--- src/rtl/muu_pkg.sv ---
// Shared definitions for the multiply/divide unit sequencer: op codes,
// FSM state encoding, iteration count and op classification helper.
package muu_pkg;

  localparam int MUU_ITERS = 32;

  localparam logic [3:0] OP_MUL  = 4'b0000;
  localparam logic [3:0] OP_MULT = 4'b0001;
  localparam logic [3:0] OP_MADD = 4'b0010;
  localparam logic [3:0] OP_DIV  = 4'b0011;
  localparam logic [3:0] OP_MFHI = 4'b0101;
  localparam logic [3:0] OP_MFLO = 4'b0110;

  typedef enum logic [1:0] {
    ST_IDLE = 2'd0,
    ST_ITER = 2'd1,
    ST_FIN  = 2'd2
  } muu_state_t;

  // True for the ops that run through the iterative datapath
  // (division by zero is filtered separately by the sequencer).
  function automatic logic is_iter_op(input logic [3:0] code);
    return (code == OP_MUL) || (code == OP_MULT) ||
           (code == OP_MADD) || (code == OP_DIV);
  endfunction

endpackage

--- src/rtl/muu_iter_core.sv ---
// One-bit-per-cycle datapath shared by multiply and divide.
// acc holds {upper, lower} halves:
//   multiply: lower starts as the multiplier, upper accumulates partial sums;
//             after WIDTH steps acc is the unsigned 2*WIDTH product.
//   divide:   lower starts as the dividend; each step shifts left and does a
//             restoring subtract, so lower ends as quotient, upper as remainder.
module muu_iter_core
  import muu_pkg::*;
#(
  parameter int WIDTH = 32
) (
  input  logic               clk,
  input  logic               reset_n,
  input  logic               load,
  input  logic               step,
  input  logic               div_mode,
  input  logic [WIDTH-1:0]   init_lo,
  input  logic [WIDTH-1:0]   operand,
  output logic [2*WIDTH-1:0] acc
);

  logic [2*WIDTH-1:0] acc_reg;
  logic [2*WIDTH-1:0] acc_next;
  logic [WIDTH-1:0]   opnd_reg;
  logic               div_mode_reg;
  logic [WIDTH:0]     mul_sum;
  logic [WIDTH:0]     div_upper;
  logic [WIDTH:0]     div_diff;

  // Next-step value for either shift-add multiply or restoring divide.
  always_comb begin
    mul_sum   = {1'b0, acc_reg[2*WIDTH-1:WIDTH]} +
                (acc_reg[0] ? {1'b0, opnd_reg} : {(WIDTH+1){1'b0}});
    // Partial remainder after the left shift; one extra bit so the trial
    // subtraction's sign bit is meaningful.
    div_upper = acc_reg[2*WIDTH-1:WIDTH-1];
    div_diff  = div_upper - {1'b0, opnd_reg};
    if (div_mode_reg) begin
      if (div_diff[WIDTH]) begin
        acc_next = {div_upper[WIDTH-1:0], acc_reg[WIDTH-2:0], 1'b0};
      end else begin
        acc_next = {div_diff[WIDTH-1:0], acc_reg[WIDTH-2:0], 1'b1};
      end
    end else begin
      acc_next = {mul_sum, acc_reg[WIDTH-1:1]};
    end
  end

  // Load operands on accept, then advance one bit per step cycle.
  always_ff @(posedge clk) begin
    if (!reset_n) begin
      acc_reg      <= '0;
      opnd_reg     <= '0;
      div_mode_reg <= 1'b0;
    end else if (load) begin
      acc_reg      <= {{WIDTH{1'b0}}, init_lo};
      opnd_reg     <= operand;
      div_mode_reg <= div_mode;
    end else if (step) begin
      acc_reg      <= acc_next;
    end
  end

  assign acc = acc_reg;

endmodule

--- src/rtl/muu_seq.sv ---
// Multi-cycle multiply/divide sequencer. Owns HI/LO, runs signed
// MUL/MULT/MADD/DIV on magnitudes through muu_iter_core, applies the sign
// fix-up in FIN and services MFHI/MFLO and no-ops with a one-cycle response.
module muu_seq
  import muu_pkg::*;
#(
  parameter int WIDTH = 32
) (
  input  logic             clk,
  input  logic             reset_n,
  input  logic             start,
  input  logic [3:0]       op,
  input  logic [WIDTH-1:0] rs,
  input  logic [WIDTH-1:0] rt,
  output logic             ready,
  output logic             busy,
  output logic             done,
  output logic [WIDTH-1:0] out,
  output logic             div_zero,
  output logic [WIDTH-1:0] hi,
  output logic [WIDTH-1:0] lo
);

  localparam int CNT_W = $clog2(MUU_ITERS);

  muu_state_t         state_reg;
  logic [CNT_W-1:0]   cnt_reg;
  logic [3:0]         op_reg;
  logic               neg_prod_reg;
  logic               neg_rem_reg;
  logic [WIDTH-1:0]   hi_reg;
  logic [WIDTH-1:0]   lo_reg;
  logic [WIDTH-1:0]   out_reg;
  logic               done_reg;
  logic               div_zero_reg;
  logic               ready_reg;
  logic               busy_reg;

  logic [WIDTH-1:0]   rs_mag;
  logic [WIDTH-1:0]   rt_mag;
  logic               is_div;
  logic               rt_zero;
  logic               go_iter;
  logic               core_load;
  logic               core_step;
  logic [2*WIDTH-1:0] core_acc;
  logic [2*WIDTH-1:0] prod_signed;
  logic [WIDTH-1:0]   quot_signed;
  logic [WIDTH-1:0]   rem_signed;

  // Operand magnitudes, accept decode and signed results of the finished run.
  always_comb begin
    rs_mag      = rs[WIDTH-1] ? -rs : rs;
    rt_mag      = rt[WIDTH-1] ? -rt : rt;
    is_div      = (op == OP_DIV);
    rt_zero     = (rt == '0);
    go_iter     = is_iter_op(op) && !(is_div && rt_zero);
    core_load   = (state_reg == ST_IDLE) && start && go_iter;
    core_step   = (state_reg == ST_ITER);
    prod_signed = neg_prod_reg ? -core_acc : core_acc;
    // Quotient truncates toward zero; remainder follows the dividend sign.
    quot_signed = neg_prod_reg ? -core_acc[WIDTH-1:0] : core_acc[WIDTH-1:0];
    rem_signed  = neg_rem_reg ? -core_acc[2*WIDTH-1:WIDTH]
                              : core_acc[2*WIDTH-1:WIDTH];
  end

  muu_iter_core #(
    .WIDTH (WIDTH)
  ) u_core (
    .clk      (clk),
    .reset_n  (reset_n),
    .load     (core_load),
    .step     (core_step),
    .div_mode (is_div),
    .init_lo  (is_div ? rs_mag : rt_mag),
    .operand  (is_div ? rt_mag : rs_mag),
    .acc      (core_acc)
  );

  // Sequencer FSM with registered status outputs and HI/LO/out writeback.
  always_ff @(posedge clk) begin
    if (!reset_n) begin
      state_reg    <= ST_IDLE;
      cnt_reg      <= '0;
      op_reg       <= OP_MUL;
      neg_prod_reg <= 1'b0;
      neg_rem_reg  <= 1'b0;
      hi_reg       <= '0;
      lo_reg       <= '0;
      out_reg      <= '0;
      done_reg     <= 1'b0;
      div_zero_reg <= 1'b0;
      ready_reg    <= 1'b1;
      busy_reg     <= 1'b0;
    end else begin
      done_reg     <= 1'b0;
      div_zero_reg <= 1'b0;
      case (state_reg)
        ST_IDLE: begin
          if (start) begin
            op_reg       <= op;
            neg_prod_reg <= rs[WIDTH-1] ^ rt[WIDTH-1];
            neg_rem_reg  <= rs[WIDTH-1];
            cnt_reg      <= '0;
            if (go_iter) begin
              state_reg <= ST_ITER;
              ready_reg <= 1'b0;
              busy_reg  <= 1'b1;
            end else begin
              // Single-cycle responses: MFHI/MFLO, DIV by zero, no-ops.
              done_reg <= 1'b1;
              if (is_div) begin
                div_zero_reg <= 1'b1;
              end
              if (op == OP_MFHI) begin
                out_reg <= hi_reg;
              end
              if (op == OP_MFLO) begin
                out_reg <= lo_reg;
              end
            end
          end
        end
        ST_ITER: begin
          if (cnt_reg == CNT_W'(MUU_ITERS - 1)) begin
            state_reg <= ST_FIN;
            cnt_reg   <= '0;
            done_reg  <= 1'b1;
          end else begin
            cnt_reg <= cnt_reg + 1'b1;
          end
        end
        ST_FIN: begin
          case (op_reg)
            OP_MUL:  out_reg <= prod_signed[WIDTH-1:0];
            OP_MULT: {hi_reg, lo_reg} <= prod_signed;
            OP_MADD: {hi_reg, lo_reg} <= {hi_reg, lo_reg} + prod_signed;
            OP_DIV: begin
              lo_reg <= quot_signed;
              hi_reg <= rem_signed;
            end
            default: ;
          endcase
          state_reg <= ST_IDLE;
          ready_reg <= 1'b1;
          busy_reg  <= 1'b0;
        end
        default: begin
          state_reg <= ST_IDLE;
          ready_reg <= 1'b1;
          busy_reg  <= 1'b0;
        end
      endcase
    end
  end

  assign ready    = ready_reg;
  assign busy     = busy_reg;
  assign done     = done_reg;
  assign div_zero = div_zero_reg;
  assign out      = out_reg;
  assign hi       = hi_reg;
  assign lo       = lo_reg;

endmodule
--- config.mk ---
export PLATFORM = sky130hd
export DESIGN_NAME = muu_seq
export DESIGN_NICKNAME = d
export VERILOG_FILES = /design/src/rtl/muu_pkg.sv /design/src/rtl/muu_iter_core.sv /design/src/rtl/muu_seq.sv
export SDC_FILE = /design/constraint.sdc
export NUM_CORES = 1
export LEC_CHECK = 0
export ABC_AREA = 1
export CAP_MARGIN = 15
export CORE_ASPECT_RATIO = 1.5
export CORE_MARGIN = 2
export CORE_UTILIZATION = 50
export DETAILED_ROUTE_END_ITERATION = 12
export HOLD_SLACK_MARGIN = 0.05
export PLACE_DENSITY = 0.69
export SYNTH_ARGS = -nofsm -noshare
export SYNTH_HDL_FRONTEND = slang
export SYNTH_SLANG_ARGS = --single-unit
export TNS_END_PERCENT = 5
--- constraint.sdc ---
create_clock -name clk -period 4.3 [get_ports clk]
set_input_delay 1.075 -clock clk [delete_from_list [all_inputs] [get_ports clk]]
set_output_delay 1.075 -clock clk [all_outputs]
set_load 0.02 [all_outputs]
# Word level (Yosys, flattened, before mapping)
# Cells that the tools add are included.
[op_classes]
n_addsub = 9
multipliers = 0
n_div = 0
n_lt_le_gt_ge = 0
eq_ne = 17
shifts = 0
n_mux = 38
n_bitwise = 5
n_reduce_logical = 24
[ops]
columns = ["op", "n"]
rows = [
  ["$mux 32", 14],
  ["$mux 64", 3],
  ["$pmux 32 s3", 2],
  ["$neg 32->32", 4],
  ["$add 64x64->64", 1],
  ["$neg 64->64", 1],
  ["$pmux 32 s2", 1],
  ["$add 32x32->33", 1],
  ["$sub 33x32->33", 1],
  ["$logic_not 32->1", 1],
  ["$eq 4x2->1 const B", 4],
  ["$mux 5", 2],
  ["$pmux 5 s2", 1],
  ["$eq 4x1->1 const B", 2],
  ["$eq 4x3->1 const B", 2],
  ["$logic_not 4->1", 2],
  ["$mux 1", 8],
  ["$ne 2x2->1 const B", 4],
  ["$mux 2", 3],
  ["$pmux 1 s2", 3],
  ["$reduce_and 2->1", 3],
  ["$reduce_and 3->1", 2],
  ["$reduce_bool 2->1", 3],
  ["$add 5x1->5 const B", 1],
  ["16 further kinds", 24],
]
[word_totals]
ff_bits = 210
latchBits = 0
mem_bits_rw = 0
mem_bits_ro = 0
out_inout_bits = 100
word_cells = 109
n_memories = 0

# Logic depth before layout (Yosys ltp)
# Gate-level depths: netlist (run 1).
[logic_depth]
word_depth = 8
depth_mapped = 26
mapped_depth_nobuf = 25

# Modules after synthesis
# From an unflattened synthesis (run 1), not the netlist that was laid out.
[hier_totals]
hier_cells = 4780
area_unflattened_um2 = 26100.0
[by_module_without_submodules]
columns = ["mod", "instances", "cells_each", "area_per_inst_um2", "seq_area_each_um2"]
rows = [
  ["muu_seq", 1, 2987, 16185.5, 2262.2],
  ["muu_iter_core", 1, 1793, 9914.5, 1941.9],
]

# Worst setup path after synthesis (run 1)
# OpenSTA, ideal clock, no wires.
[synth_timing]
kind = "register to register"
start = "reg u_core.acc_reg[0], in the netlist u_core.acc[0]"
end = "reg hi_reg[23], in the netlist hi[23]"
setup_ps = 70
t_arrival_ps = 3098
t_required_ps = 4230
setup_slack_ps = 1132
stages_incl_launch_ff = 22
n_path_buf = 1
path_cell_list = "dfxtp_1 -> buf_6 -> inv_2 -> ha_1 -> nand3_2 -> nor2_1 -> nand4_1 -> nand3b_1 -> nand2_1 -> nand2_1 -> and2_1 -> ha_1 -> nand2_1 -> inv_1 -> nand2_1 -> nor3_1 -> nand2_1 -> nor3b_1 -> nand2_1 -> nand3b_1 -> nand3_1 -> a21oi_1"
[synth_between]
elab_chain_len = 4
[synth_lines]
columns = ["element", "line", "source"]
rows = [
  ["start: declaration", "muu_iter_core.sv:22", "logic [2*WIDTH-1:0] acc_reg;"],
  ["start signal: assignment", "muu_iter_core.sv:56", "acc_reg <= {{WIDTH{1'b0}}, init_lo};"],
  ["start signal: assignment", "muu_iter_core.sv:60", "acc_reg <= acc_next;"],
  ["$neg 64->64", "muu_seq.sv:60", "prod_signed = neg_prod_reg ? -core_acc : core_acc;"],
  ["$mux 64 *", "muu_seq.sv:60", ""],
  ["$add 64x64->64", "muu_seq.sv:137", "OP_MADD: {hi_reg, lo_reg} <= {hi_reg, lo_reg} + prod_signed;"],
  ["$pmux 32 s3 *", "muu_seq.sv:134", "case (op_reg)"],
  ["end signal: assignment", "muu_seq.sv:136", "OP_MULT: {hi_reg, lo_reg} <= prod_signed;"],
  ["end signal: assignment", "muu_seq.sv:137", ""],
  ["end signal: assignment", "muu_seq.sv:140", "hi_reg <= rem_signed;"],
  ["end: declaration", "muu_seq.sv:31", "logic [WIDTH-1:0] hi_reg;"],
]
# Every way passes the cells marked *; elsewhere a longest branch is shown, timed or not.
# A chain may end at the register's enable or synchronous reset.

# Worst setup path in the final report (run 1)
[layout_timing]
start = "reg u_core.acc_reg[1], in the netlist u_core.acc[1]"
end = "reg lo_reg[31], in the netlist lo[31]"
[layout_between]
elab_chain_len = 4
word_cells_on_any_way = 6
[layout_lines]
columns = ["element", "line", "source"]
rows = [
  ["$neg 64->64", "muu_seq.sv:60", ""],
  ["$mux 64", "muu_seq.sv:60", ""],
  ["$add 64x64->64", "muu_seq.sv:137", ""],
  ["$pmux 32 s3 *", "muu_seq.sv:134", ""],
  ["end signal: assignment", "muu_seq.sv:136", ""],
  ["end signal: assignment", "muu_seq.sv:137", ""],
  ["end signal: assignment", "muu_seq.sv:139", "lo_reg <= quot_signed;"],
  ["end: declaration", "muu_seq.sv:32", "logic [WIDTH-1:0] lo_reg;"],
]
# Marked as above.

==> summary.md, run 1 <==
| Metric | Value |
|---|---|
| R2R Path Start | `u_core.acc[1]` |
| Peak supply drop | `0.2684 mV` |
| Arrival time of data at the critical path endpoint | `4490 ps` |
| Vias per cell | `5.717` |
| Number of enable flip-flop cells after synthesis | `0` |
| WHS | `463.1 ps` |
| Number of rows in the core area | `101` |
| Seq. cell area | `4207 µm²` |
| Timing-limited maximum frequency | `0.2457 GHz` |
| Worst-skew pair later-pin latency | `590 ps` |
| Clock tree from TritonCTS | `built` |
| Die Span Y | `280.8 µm` |
| Min cycle time layout | `4070 ps` |
| Commonest non-fill, non-tap cell in the layout | `sky130_fd_sc_hd__nand2_1` |
| Max capacitance violation total | `0` |
| Routed wire per std cell | `21.42 µm` |
| Number of nets in the layout | `5018` |
| Largest net degree at the start of global routing | `97` |
| Standard cell with the maximum stage delay on the critical path | `sky130_fd_sc_hd__ha_1` |
| Remaining global-route overflow | `0` |
| Outcome | `finished, final reports clean` |
| Share of synthesized registers carrying an async set or reset | `0` |
| Unique masters post-synth | `53` |
| CTS HTree Levels | `1` |
| Commonest cells after routing, fill and taps aside | `sky130_fd_sc_hd__nand2_1 (1403), sky130_fd_sc_hd__inv_1 (680), sky130_fd_sc_hd__nor2_1 (463)` |
| Kind of launch point of the worst setup path | `flop` |
| Antenna viol nets, final | `0` |
| Hold bufs inserted after CTS | `0` |
| Number of storage elements in the synthesis netlist | `210` |
| Final clock skew | `15.93 ps` |
| Via count | `31350` |
| Crit path max fanout | `6` |
| Most area-consuming cells after synthesis | `sky130_fd_sc_hd__nand2_1 (21%), sky130_fd_sc_hd__dfxtp_1 (16%), sky130_fd_sc_hd__inv_1 (10%)` |
| Final RePlAce weighted congestion | `1.169` |
| Synth warn | `0` |
| Fill cell count | `5469` |
| Master cell of the clock root buffer | `sky130_fd_sc_hd__clkbuf_16` |
| Largest incremental delay on the critical path | `380 ps` |
| Tcrit/Tclk final | `0.9464` |
| Gate count of the mapped netlist | `4664` |
| HPWL Detailed | `95830 µm` |
| Post-CTS Repair Setup Buffers | `0` |
| Normalized max-slew margin | `0.3366` |
| Worst-Margin Slew | `995.1 ps` |
| Initial core utilization | `0.5053` |
| X dimension of the die | `188.5 µm` |
| Average instance area after synthesis | `5.476 µm²` |
| Number of iterations in the first detailed-routing pass | `6` |
| PwrDens | `271.1 nW/µm²` |
| Wire length of the first global-routing pass | `173000 µm` |
| Maximum clock insertion buffer count | `3` |
| Worst Setup Slack post-DPL | `129.2 ps` |
| Leak pwr | `14.84 nW` |
| Total Die Area | `52940 µm²` |
| Iteration-0 DRC count of the detailed router | `2677` |
| Clock transition time at the flip-flop clock pins of the worst setup and hold paths | `70 ps` |
| Io pins | `171` |
| Wirelength, routed | `117500 µm` |
| Fin Setup TNS | `0 ps` |
| Share of post-route cells with drive strength above 1 | `0.05027` |
| Cell taking the most area after synthesis | `sky130_fd_sc_hd__nand2_1` |
| Flip-flop count of the largest register after layout | `64` |
| Number of antenna violations at the first check in global routing | `3` |
| Start point of the worst hold path | `ready` |
| Portion of synthesized cell area occupied by the leading cell type | `0.2066` |
| Kind of capture point of the worst setup path | `flop` |
| Data required time of the worst path | `4720 ps` |
| Core Box Area | `50550 µm²` |
| Number of sinks on the clock net | `210` |
| # resized after CTS | `0` |
| Number of buffers created by CTS | `24` |
| Total standard cell area after synthesis | `25540 µm²` |
| Cell-by-cell listing of the critical path | `inv_1 -> ha_1 -> nand3_2 -> nor2_2 -> nand4_1 -> nand2_1 -> xor2_1 -> inv_1 -> ha_1 -> nand2_1 -> nor2_1 -> inv_1 -> nor2_2 -> inv_1 -> nor2_1 -> nand2_1 -> nand2_1 -> a21oi_1 -> o21ai_0 -> buf_4 -> a31oi_1` |
| Part of the Yosys area used for sequential elements | `0.1646` |
| Global Route Usage Sum | `0.4311` |
| Fin. max-slew vios | `0` |
| Setup Viol. Count Final | `0` |
| Layout area overhead | `13.44%` |
| Number of global-route vias before repair | `29560` |
| Net count of the mapped netlist | `4886` |
| Worst Slack Setup Final | `230.3 ps` |
| Number of buffers inserted by port buffering | `170` |
| Path category of the worst min-delay check | `reg -> reg` |
| Final core utilization | `0.5732` |
| Area used by multi-input combinational logic | `18070 µm²` |
| Worst setup path startpoint | `u_core.acc[1]` |
| Final hold violation count | `0` |
| Main synth FF type | `sky130_fd_sc_hd__dfxtp_1` |
| Residual DRC count | `0` |
| Type of the worst setup path | `reg -> reg` |
[layout make-up]
class,instances,area share
multi-input combinational,3603,0.6236
sequential,210,0.1452
inverter,702,0.09112
timing repair buffer,255,0.08197
tap,669,0.02889
clock buffer,31,0.02371
clock inverter,13,0.005441
antenna,1,0.00008637
[final timing paths]
| kind | endpoint | slack (ps) | cells past startpoint |
|---|---|---|---|
| min | ready | 460 | 2 |
| max | lo[31] | 230 | 21 |
| max reg2reg | lo[31] | 230 | 21 |
| min reg2reg | ready | 460 | 2 |
[logic make-up (layout without fill, tap and decap cells)]
family / after synthesis / in the layout / share of synthesized area
compound gates: 900 / 900 / 0.1904
xor+xnor: 99 / 99 / 0.03483
fa+ha+maj: 151 / 151 / 0.07485
buf+inv: 851 / 1001 / 0.1296
flops: 210 / 210 / 0.1646
mux: 22 / 22 / 0.008965
other cells: 0 / 1 / 0
simple gates: 2431 / 2431 / 0.3968
[per-stage QoR]
stage | area [µm²] | total power [W] | cells
2_1_floorplan | 25540 | 0.004308 | 4664
5_1_grt | 28970 | 0.008223 | 5483
4_1_cts | 28950 | 0.007748 | 5483
6_report | 28970 | 0.007855 | 5484
3_3_place_gp | 28100 | 0.005493 | 5439
3_5_place_dp | 28100 | 0.005500 | 5439
[synth_stat cells, types with 4 or more instances]
| cell type | count |
|---|---|
| sky130_fd_sc_hd__nand2_1 | 1406 |
| sky130_fd_sc_hd__inv_1 | 680 |
| sky130_fd_sc_hd__nor2_1 | 467 |
| sky130_fd_sc_hd__a21oi_1 | 382 |
| sky130_fd_sc_hd__nand3_1 | 363 |
| sky130_fd_sc_hd__o21ai_0 | 321 |
| sky130_fd_sc_hd__dfxtp_1 | 210 |
| sky130_fd_sc_hd__ha_1 | 148 |
| sky130_fd_sc_hd__clkbuf_1 | 92 |
| sky130_fd_sc_hd__xor2_1 | 72 |
| sky130_fd_sc_hd__o211ai_1 | 46 |
| sky130_fd_sc_hd__nand4_1 | 41 |
| sky130_fd_sc_hd__o21ai_1 | 40 |
| sky130_fd_sc_hd__nor3_1 | 39 |
| sky130_fd_sc_hd__a31oi_1 | 35 |
| sky130_fd_sc_hd__buf_2 | 34 |
| sky130_fd_sc_hd__nand3b_1 | 33 |
| sky130_fd_sc_hd__xnor2_1 | 24 |
| sky130_fd_sc_hd__o21bai_1 | 22 |
| sky130_fd_sc_hd__inv_2 | 20 |
| sky130_fd_sc_hd__nor2_2 | 20 |
| sky130_fd_sc_hd__mux2i_1 | 15 |
| sky130_fd_sc_hd__o22ai_1 | 15 |
| sky130_fd_sc_hd__or2_2 | 14 |
| sky130_fd_sc_hd__buf_1 | 13 |
| sky130_fd_sc_hd__nand2_2 | 12 |
| sky130_fd_sc_hd__a21boi_0 | 9 |
| sky130_fd_sc_hd__buf_6 | 8 |
| sky130_fd_sc_hd__a21o_1 | 7 |
| sky130_fd_sc_hd__mux2_2 | 7 |
| sky130_fd_sc_hd__nor4_1 | 7 |
| sky130_fd_sc_hd__nor2_4 | 6 |
| sky130_fd_sc_hd__o21a_1 | 6 |
| sky130_fd_sc_hd__a21oi_2 | 5 |
| sky130_fd_sc_hd__and2_1 | 5 |
| sky130_fd_sc_hd__and3_1 | 4 |
| sky130_fd_sc_hd__nand3_2 | 4 |
| sky130_fd_sc_hd__o31ai_1 | 4 |
[worst max-delay path: cells and delay by family (launching register included)]
kind,cells,cell delay (ps)
AO/OA/AOI/OAI,3,320
XOR/XNOR,1,240
AND/OR/NAND/NOR,10,1810
buffers and inverters,5,640
adder cells (fa/ha/maj),2,590
flip-flops,1,310
[routing by layer]
layer	global-route usage	wire length [µm]	vias up
met5	0	40	-
met4	0.4095	13490	6
met3	0.05794	7030	497
met2	0.7492	55570	1378
met1	0.4451	41360	14190
li1	-	-	15280
[power by group]
part	internal, W	leakage [nW]	switching (W)
clock	0.00131	0.421	0.000966
sequential	0.00201	1.70	0.0000877
combinational	0.00103	12.7	0.00245
total	0.00435	14.8	0.00351
No activity file was read; power rests on OpenSTA's default activity.
==> run 2: changes to the inputs <==
Settings changed: PLACE_DENSITY 0.69 to not set, PLACE_DENSITY_LB_ADDON set to 0.12, SETUP_SLACK_MARGIN set to 0.3.
==> run 2 against run 1 <==
Register-to-register slack better by 160 ps. Die area unchanged. Highest routed layer unchanged. Clock-buffer cell count up 2. Sequential power about the same. Via count is 0.75% higher. Non-clock buffer count shrank 5. Sequential share of layout area is 0.087 points lower.
==> summary.md, run 2 (same netlist as run 1, synthesis figures left out) <==
| Metric | Value |
|---|---|
| Outcome | `finished, final reports clean` |
| Number of rows in the core area | `101 (unchanged)` |
| Final clock skew | `15.99 ps (+0.05550 ps)` |
| Number of sinks on the clock net | `210 (unchanged)` |
| Largest incremental delay on the critical path | `430 ps (+50 ps)` |
| Cell type with the highest occurrence count on the critical path | `sky130_fd_sc_hd__nand2_1` |
| Number of nets in the layout | `5014 (-0.080%)` |
| Wire length of the first global-routing pass | `176200 µm (+1.8%)` |
| R2R Path Start | `u_core.acc[49]` |
| Number of iterations in the first detailed-routing pass | `8 (+2)` |
| Critical register-to-register path endpoint | `hi[31]` |
| Worst-skew pair later-pin latency | `580 ps (about the same)` |
| Remaining global-route overflow | `0 (unchanged)` |
| Cell-by-cell listing of the critical path | `nor2_2 -> nand3_1 -> buf_4 -> nor2_2 -> nand2_1 -> nor2_4 -> nand3_1 -> nand2_1 -> a21oi_2 -> ha_1 -> nand2_1 -> nor2_1 -> nand2_1 -> inv_1 -> nand2_1 -> nor2_1 -> nand2_1 -> nand2_1 -> inv_1 -> nand2_1 -> nand3_1 -> a21oi_1` |
| Global Route Usage Sum | `0.4405 (+0.009400)` |
| Start point of the worst hold path | `ready` |
| Final RePlAce weighted congestion | `1.104 (-5.5%)` |
| Tcrit/Tclk final | `0.9083 (-0.03815)` |
| Path category of the worst min-delay check | `reg -> reg` |
| Number of cells on the worst reg-to-reg path | `22 (+4.8%)` |
| Standard cell with the maximum stage delay on the critical path | `sky130_fd_sc_hd__dfxtp_1` |
| Length of routed met3 wiring | `8274 µm (+18%)` |
| Fin Setup TNS | `0 ps (unchanged)` |
| Kind of capture point of the worst setup path | `flop` |
| Via count | `31590 (+0.75%)` |
| Final core utilization | `0.5766 (+0.003466)` |
| Share of post-route cells with drive strength above 1 | `0.05487 (+0.004604)` |
| Final hold violation count | `0 (unchanged)` |
| Worst-Margin Slew | `1150 ps (+155.1 ps)` |
| Io pins | `171 (unchanged)` |
| Reg-to-reg setup timing slack | `390 ps (+160 ps)` |
| Wire length on met2 | `56550 µm (+1.8%)` |
| Number of buffers created by CTS | `25 (+4.2%)` |
| CTS HTree Levels | `1 (unchanged)` |
| HPWL Detailed | `97140 µm (+1.4%)` |
| Top routing layer in use | `met5` |
| Peak supply drop | `0.3144 mV (+17%)` |
| X dimension of the die | `188.5 µm (unchanged)` |
| Die Span Y | `280.8 µm (unchanged)` |
| Maximum clock insertion buffer count | `3 (unchanged)` |
| Metal1 wirelength | `41360 µm (about the same)` |
| Commonest cells after routing, fill and taps aside | `sky130_fd_sc_hd__nand2_1 (1398), sky130_fd_sc_hd__inv_1 (679), sky130_fd_sc_hd__nor2_1 (452)` |
| Leak pwr | `14.86 nW (+0.13%)` |
| Wirelength, routed | `120000 µm (+2.2%)` |
| Clock tree from TritonCTS | `built` |
| WP depth | `22 (+4.8%)` |
| CP bufs+invs | `3 (-2)` |
| Kind of launch point of the worst setup path | `flop` |
| Worst setup path startpoint | `u_core.acc[49]` |
| Master cell of the clock root buffer | `sky130_fd_sc_hd__clkbuf_16` |
| Crit path max fanout | `5 (-1)` |
| Cell family with the largest share of critical-path delay | `simple AND/OR/NAND/NOR gates` |
| Max capacitance violation total | `0 (unchanged)` |
| Iteration-0 DRC count of the detailed router | `2824 (+5.5%)` |
| Number of global-route vias before repair | `29490 (-0.23%)` |
| Core Box Area | `50550 µm² (unchanged)` |
| Commonest non-fill, non-tap cell in the layout | `sky130_fd_sc_hd__nand2_1` |
| Clock transition time at the flip-flop clock pins of the worst setup and hold paths | `60 ps (about the same)` |
| End point of the critical path | `hi[31]` |
| Fin. max-slew vios | `0 (unchanged)` |
| Min cycle time layout | `3906 ps (-164.0 ps)` |
| Layout area overhead | `14.12%` |
| Initial core utilization | `0.5053 (unchanged)` |
| Normalized max-slew margin | `0.2323 (-0.1042)` |
| Total Die Area | `52940 µm² (unchanged)` |
| Number of antenna violations at the first check in global routing | `5 (+2)` |
| Setup Viol. Count Final | `0 (unchanged)` |
| Flip-flop count of the largest register after layout | `64 (unchanged)` |
| Arrival time of data at the critical path endpoint | `4420 ps (-70 ps)` |
| Number of buffers inserted by port buffering | `170 (unchanged)` |
| Timing-limited maximum frequency | `0.2560 GHz (+4.2%)` |
| PwrDens | `278.7 nW/µm² (+2.8%)` |
| Data required time of the worst path | `4810 ps (+90 ps)` |
| Routed wire per std cell | `21.89 µm (+2.2%)` |
| Setup repair after global routing missed its margin | `yes` |
| Residual DRC count | `0 (unchanged)` |
| Largest net degree at the start of global routing | `97 (unchanged)` |
| Type of the worst setup path | `reg -> reg` |
| Vias per cell | `5.762 (+0.79%)` |
| Antenna viol nets, final | `0 (unchanged)` |
-- run 2: cell type report --
type                       count  area (µm²)
fill                        5310       21400
multi-input combinational   3603       18180
sequential                   210        4207
inverter                     702        2640
timing repair buffer         250        2345
tap                          669       837.1
clock buffer                  33       715.7
clock inverter                13       214.0
antenna                        2       5.005
-- run 2: through the flow --
stage / power (W) / hold slack, ps / worst slack, ps / cells / area (µm²)
5_1_grt: 0.008471 / 487.6 / 221.8 / 5481 / 29150
2_1_floorplan: 0.004308 / 442.8 / 1132 / 4664 / 25540
3_5_place_dp: 0.005499 / 451.3 / 277.9 / 5430 / 28030
3_3_place_gp: 0.005502 / 450.8 / 320.3 / 5430 / 28030
4_1_cts: 0.007948 / 466.2 / 342.7 / 5476 / 28960
6_report: 0.008123 / 463.4 / 394.4 / 5482 / 29150
-- run 2: routing by layer --
metal,vias to the layer above,GRT usage
li1,15270,-
met5,-,0
met1,14220,0.4627
met4,6,0.4217
met3,516,0.06031
met2,1577,0.7534
-- run 2: where the power goes --
part	total (W)	switching (W)	internal, W
logic	0.00354	0.00249	0.00105
clock network	0.00247	0.000994	0.00148
registers	0.00211	0.000101	0.00201
total	0.00812	0.00358	0.00454
-- run 2: what timing repair did --
| item | in CTS | in global routing |
|---|---|---|
| hold buffers | 0 | 0 |
| gates resized for setup | 1 | 41 |
| pin swaps | 0 | 3 |
| buffers inserted | 0 | 3 |
| endpoints found under the setup margin | 2 | 41 |
-- run 2: worst min path at each step --
stage | to | slack (ps) | cells after the start
after floorplan | u_core.opnd_reg[24] | 440 | 2
after global placement | ready | 450 | 2
after detailed placement | ready | 450 | 2
after CTS | out[27] | 470 | 2
after global routing | out[30] | 490 | 2
final | ready | 460 | 2
-- run 2: worst reg2reg max path, cell delays in order, from the launching register on --
cell and delay, ps:
sky130_fd_sc_hd__dfxtp_1 430, sky130_fd_sc_hd__nor2_2 250, sky130_fd_sc_hd__nand3_1 150, sky130_fd_sc_hd__buf_4 170, sky130_fd_sc_hd__nor2_2 330, sky130_fd_sc_hd__nand2_1 170
sky130_fd_sc_hd__nor2_4 230, sky130_fd_sc_hd__nand3_1 110, sky130_fd_sc_hd__nand2_1 100, sky130_fd_sc_hd__a21oi_2 80, sky130_fd_sc_hd__ha_1 430, sky130_fd_sc_hd__nand2_1 170
sky130_fd_sc_hd__nor2_1 170, sky130_fd_sc_hd__nand2_1 90, sky130_fd_sc_hd__inv_1 190, sky130_fd_sc_hd__nand2_1 150, sky130_fd_sc_hd__nor2_1 120, sky130_fd_sc_hd__nand2_1 70
sky130_fd_sc_hd__nand2_1 110, sky130_fd_sc_hd__inv_1 50, sky130_fd_sc_hd__nand2_1 60, sky130_fd_sc_hd__nand3_1 70, sky130_fd_sc_hd__a21oi_1 130
